<file path="src/rtl/bitty_loader_pkg.sv">
// bitty_loader_pkg: shared types and defaults for the Bitty program loader.
package bitty_loader_pkg;
  localparam int DEF_ADDR_W = 8;
  localparam int DEF_DATA_W = 16;
  localparam int LEN_ZERO_MEANS = 256;
  typedef enum logic [2:0] {
    S_IDLE,
    S_GET_LEN,
    S_GET_HI,
    S_GET_LO,
    S_WRITE,
    S_GET_CK,
    S_DONE,
    S_ERR
  } state_e;
endpackage

</file>
<file path="src/rtl/bitty_strobe_sync.sv">
// bitty_strobe_sync: synchronizes an asynchronous pin strobe and emits one take pulse per rising edge.
module bitty_strobe_sync #(
  parameter int STAGES = 2
) (
  input  logic clk,
  input  logic reset,
  input  logic stb_i,
  output logic take_o
);
  logic [STAGES-1:0] sync_q;
  logic last_q;
  logic take_q;
  // take is registered so it lands STAGES+1 edges after the first sampled high
  always_ff @(posedge clk) begin
    if (reset) begin
      sync_q <= '0;
      last_q <= 1'b0;
      take_q <= 1'b0;
    end else begin
      sync_q <= {sync_q[STAGES-2:0], stb_i};
      last_q <= sync_q[STAGES-1];
      take_q <= sync_q[STAGES-1] & ~last_q;
    end
  end
  assign take_o = take_q;
endmodule

</file>
<file path="src/rtl/bitty_prog_loader.sv">
// bitty_prog_loader: loads a length-prefixed, XOR-checksummed byte stream into Bitty instruction memory.
module bitty_prog_loader
  import bitty_loader_pkg::*;
#(
  parameter int ADDR_W      = DEF_ADDR_W,
  parameter int DATA_W      = DEF_DATA_W,
  parameter int SYNC_STAGES = 2
) (
  input  logic              clk,
  input  logic              reset,
  input  logic              start,
  input  logic [7:0]        byte_in,
  input  logic              byte_stb,
  output logic              mem_we,
  output logic [ADDR_W-1:0] mem_addr,
  output logic [DATA_W-1:0] mem_wdata,
  output logic              cpu_hold,
  output logic              busy,
  output logic              load_done,
  output logic              cksum_err
);
  state_e state_q, state_d;
  logic take;
  logic [ADDR_W-1:0] addr_q;
  logic [DATA_W-1:0] wdata_q;
  logic [7:0] cksum_q;
  logic [7:0] hi_q;
  logic [8:0] rem_q;
  bitty_strobe_sync #(.STAGES(SYNC_STAGES)) u_sync (
    .clk   (clk),
    .reset (reset),
    .stb_i (byte_stb),
    .take_o(take)
  );
  always_ff @(posedge clk) begin
    if (reset) state_q <= S_IDLE;
    else state_q <= state_d;
  end
  always_comb begin
    state_d = state_q;
    if (start) state_d = S_GET_LEN;
    else begin
      case (state_q)
        S_GET_LEN: if (take) state_d = S_GET_HI;
        S_GET_HI:  if (take) state_d = S_GET_LO;
        S_GET_LO:  if (take) state_d = S_WRITE;
        S_WRITE:   state_d = (rem_q == 9'd1) ? S_GET_CK : S_GET_HI;
        S_GET_CK:  if (take) state_d = (byte_in == cksum_q) ? S_DONE : S_ERR;
        default:   state_d = state_q;
      endcase
    end
  end
  // start wins over a coincident take, so the datapath ignores take on that edge
  always_ff @(posedge clk) begin
    if (reset) begin
      addr_q  <= '0;
      wdata_q <= '0;
      cksum_q <= '0;
      hi_q    <= '0;
      rem_q   <= '0;
    end else if (start) begin
      addr_q  <= '0;
      cksum_q <= '0;
    end else begin
      if (take && state_q == S_GET_LEN) begin
        rem_q   <= (byte_in == 8'd0) ? 9'(LEN_ZERO_MEANS) : {1'b0, byte_in};
        cksum_q <= cksum_q ^ byte_in;
      end
      if (take && state_q == S_GET_HI) begin
        hi_q    <= byte_in;
        cksum_q <= cksum_q ^ byte_in;
      end
      if (take && state_q == S_GET_LO) begin
        wdata_q <= DATA_W'({hi_q, byte_in});
        cksum_q <= cksum_q ^ byte_in;
      end
      if (state_q == S_WRITE) begin
        addr_q <= addr_q + ADDR_W'(1);
        rem_q  <= rem_q - 9'd1;
      end
    end
  end
  always_comb begin
    mem_we    = state_q == S_WRITE;
    busy      = state_q inside {S_GET_LEN, S_GET_HI, S_GET_LO, S_WRITE, S_GET_CK};
    cpu_hold  = busy || state_q == S_ERR;
    load_done = state_q == S_DONE;
    cksum_err = state_q == S_ERR;
  end
  assign mem_addr  = addr_q;
  assign mem_wdata = wdata_q;
endmodule

</file>
<file path="config.mk">
export PLATFORM = sky130hd
export DESIGN_NAME = bitty_prog_loader
export DESIGN_NICKNAME = d
export VERILOG_FILES = /design/src/rtl/bitty_loader_pkg.sv /design/src/rtl/bitty_strobe_sync.sv /design/src/rtl/bitty_prog_loader.sv
export SDC_FILE = /design/constraint.sdc
export NUM_CORES = 1
export LEC_CHECK = 0
export CAP_MARGIN = 25
export CORE_AREA = 10 10 118 98
export DETAILED_ROUTE_END_ITERATION = 8
export DIE_AREA = 0 0 128 108
export MAX_ROUTING_LAYER = met4
export PLACE_DENSITY = 0.56
export SETUP_SLACK_MARGIN = 0.15
export SYNTH_ARGS = -nofsm -noshare
export SYNTH_HDL_FRONTEND = slang
export SYNTH_SLANG_ARGS = --single-unit
</file>
<file path="constraint.sdc">
create_clock -name clk -period 2.41 [get_ports clk]
set_input_delay 0.482 -clock clk [delete_from_list [all_inputs] [get_ports clk]]
set_output_delay 0.482 -clock clk [all_outputs]
set_load 0.02 [all_outputs]
</file>
==> results.ini <==
[yosys]
synth_xor_area_share_pct=7.13
ys_warn_count=0
synth_fa_ha_area_share_pct=1.85
postSynthAreaPerCell_um2=8.42
synthesis.area_mm2=0.00270
yosys_register_bits=56
synth-compound-area-share_pct=15.1
yosysUniqueCellTypes=50
muxShareOfSynthArea_pct=3.33
ys_seq_area_share_pct=41.5
synth_cells=321
synthesis.nets=337
yosys.area_share.simple_pct=25.0
synth_top_family_by_area=simple AND/OR/NAND/NOR gates

[power_and_ir_drop]
sw_frac_of_total_pct=24.3
power_per_cell_area_mw_per_mm2=542
intPower_mw=1.37
seqPwrFrac_pct=51.8
p_leak_nw=1.16
power_frac_comb_pct=7.0
peakVddDrop_v=0.000292
p_clk_share_pct=41.2
switchingPower_mw=0.440

[timing]
final-max-slew-violation-count=0
relSlewSlack_pct=42.8
fmax_mhz=452
setup_viol=0
fin_setup_tns_ns=0
post-route-period-util_pct=91.9
tightest_slew_ns=0.853
finClkSkew_ns=0.00719
final_hold_viol_count=0
period_minus_slack_ns=2.21
setup_ws_ns=0.196
rsz0062_at_grt=yes

[floorplan]
initial_core_util_pct=28.8
io_pins=41
core-area_mm2=0.00937
die_h_um=108
die_w_um=128
rows=32
dieArea_mm2=0.0138

[placement]
dp_cells=468
place_hpwl_um=4850
io_buffer_count=40
gp_congestion=0.771
place_ws_ns=0.184

[layout]
layout_common_cells=dfxtp_1 (54), nand2_1 (45), clkdlybuf4s50_1 (37)
final_common_cell=dfxtp_1
area_delta_synth_final_pct=23.7
final_cell_count_no_fill=476
final_layout_size_suffix_gt1_share_pct=9.52
nets=372
antennaDiodeCount=0

[cts]
clock_insertion_delay_worst_skew_ns=0.30
clock_path_buffers=2
tritoncts=yes
htreeDepth=2
clk_pin_slew_ns=0.08
cts_root_buf=clkbuf_16
clock-sinks=56
numCtsBuffers=5

[critical_path]
worst-r2r-setup-slack_ns=0.53
required_ns=1.93
r2r_end=rem_q[7]
critPathMaxFanout=9
worstPathArrival_ns=1.73
critical_path.startpoint_type=register
r2r-start=state_q[0]
end_kind=output pin
path_class=register to output pin
rr_worst_depth=5

[worst_hold_path]
min_from=u_sync.last_q
hold_class=register to register
holdPathEnd=u_sync.take_o
min_path_cells=1

[global_route]
grt-ovfl-total=0
antenna_found_initial=0
grt_pass1_vias=2281
grt_pass1_wl_um=11400
track_usage_pct=10.4
grt_max_degree=26

[run]
drv_cap=0

[routing]
dr.first_iter.drc_count=149
vias=2295
routed_wl_um=6800
viasPerCell=4.82
drc_errors=0
drt-pass1-iter-count=4
routedWlPerCell_um=14.3
ant_nets=0

[run_status]
outcome=finished clean

metrics by stage:
| stage | utilization (%) | power (mW) | area, um2 | hold WS (ns) |
|---|---|---|---|---|
| 2_1_floorplan | - | 1.03 | 2700 | 0.367 |
| 3_3_place_gp | 34.0 | 1.09 | 3180 | 0.376 |
| 3_5_place_dp | 34.0 | 1.09 | 3180 | 0.381 |
| 4_1_cts | 35.6 | 1.85 | 3340 | 0.394 |
| 5_1_grt | 35.7 | 1.89 | 3340 | 0.418 |
| 6_report | 35.7 | 1.81 | 3340 | 0.389 |
critical path: stages, from the launching register on:
cell           delay (ns)
dfxtp_4              0.39
inv_1                0.06
ha_1                 0.22
o21bai_1             0.17
or2_2                0.27
dlygate4sd2_1        0.32
metal layers:
layer / wire (um) / global-route usage (%)
met1: 3450 / 13.6
met2: 2950 / 14.9
met3: 302 / 2.98
met4: 100 / 3.85
met5: 0 / -
layout make-up:
| cell class | instances | area (um2) |
|---|---|---|
| fillers | 1011 | 6030 |
| multi-input cells | 238 | 1420 |
| flip-flops and latches | 56 | 1130 |
| repair buffers | 49 | 468 |
| well taps | 119 | 149 |
| clock buffers | 5 | 125 |
| inverters | 6 | 30.0 |
| clock inverters | 3 | 23.8 |
how the worst max path moves through the flow:
stage	slack [ns]	to	depth (start not counted)	startpoint
2_1_floorplan	0.50	cpu_hold	5	state_q[2]
3_3_place_gp	0.23	cpu_hold	5	state_q[2]
3_5_place_dp	0.18	cpu_hold	5	state_q[2]
4_1_cts	0.16	cpu_hold	5	state_q[2]
5_1_grt	0.11	cpu_hold	5	state_q[2]
6_report	0.20	cpu_hold	5	state_q[2]
cells by family after synthesis:
| kind of cell | Yosys count |
|---|---|
| AOI/OAI and AO/OA | 68 |
| xor gates and xnor gates | 22 |
| adders and majority gates | 4 |
| buffers and inverters | 27 |
| DFF | 56 |
| muxes | 9 |
| and+or+nand+nor | 135 |
flip-flops by register name (all words and copies together), names as in the netlist:
register / flops
u_sync.sync_q: 2
u_sync.take_o: 1
cksum_q: 8
mem_wdata: 16
u_sync.last_q: 1
rem_q: 9
hi_q: 8
mem_addr: 8
state_q: 3
cell usage after synthesis (all sizes together):
cell | number | share of area [%]
a21oi | 34 | 6.3
a31oi | 3 | 0.69
ha | 4 | 1.9
nand2b | 3 | 0.69
and3b | 1 | 0.32
a221oi | 1 | 0.56
buf | 11 | 3.5
nor2b | 7 | 1.6
a211oi | 1 | 0.28
a21boi | 1 | 0.28
o21ai | 13 | 2.7
a311oi | 1 | 0.32
xnor2 | 11 | 3.6
mux2i | 9 | 3.3
nor4 | 3 | 0.93
inv | 6 | 1.1
nand2 | 45 | 6.3
or3 | 1 | 0.23
o21ba | 1 | 0.37
nand4b | 3 | 0.97
xor2 | 11 | 3.6
nor3 | 7 | 1.7
o31ai | 2 | 0.56
or3b | 2 | 0.65
nand3b | 2 | 0.56
o211ai | 2 | 0.56
o21a | 2 | 0.56
nor3b | 2 | 0.74
clkbuf | 10 | 1.4
and3 | 3 | 0.69
o21bai | 1 | 0.28
nand4 | 7 | 1.6
nand3 | 12 | 2.4
nor4b | 1 | 0.32
a2111oi | 1 | 0.32
dfxtp | 56 | 42
a21o | 5 | 1.4
or2 | 3 | 0.69
nor2 | 33 | 4.6
repair_timing:
item,in CTS,in global routing
setup buffers,0,0
gates resized for setup,5,2
setup endpoints to repair,3,2
hold buffers,0,0
power by group through the flow:
stage | registers, mW | clock network [mW] | logic (mW)
finish | 0.938 | 0.746 | 0.126
global route | 0.939 | 0.809 | 0.140
CTS | 0.939 | 0.782 | 0.128
detailed placement | 0.960 | 0 | 0.128
global placement | 0.960 | 0 | 0.128
floorplan | 0.957 | 0 | 0.0742
(Power assumes the default switching activity.)
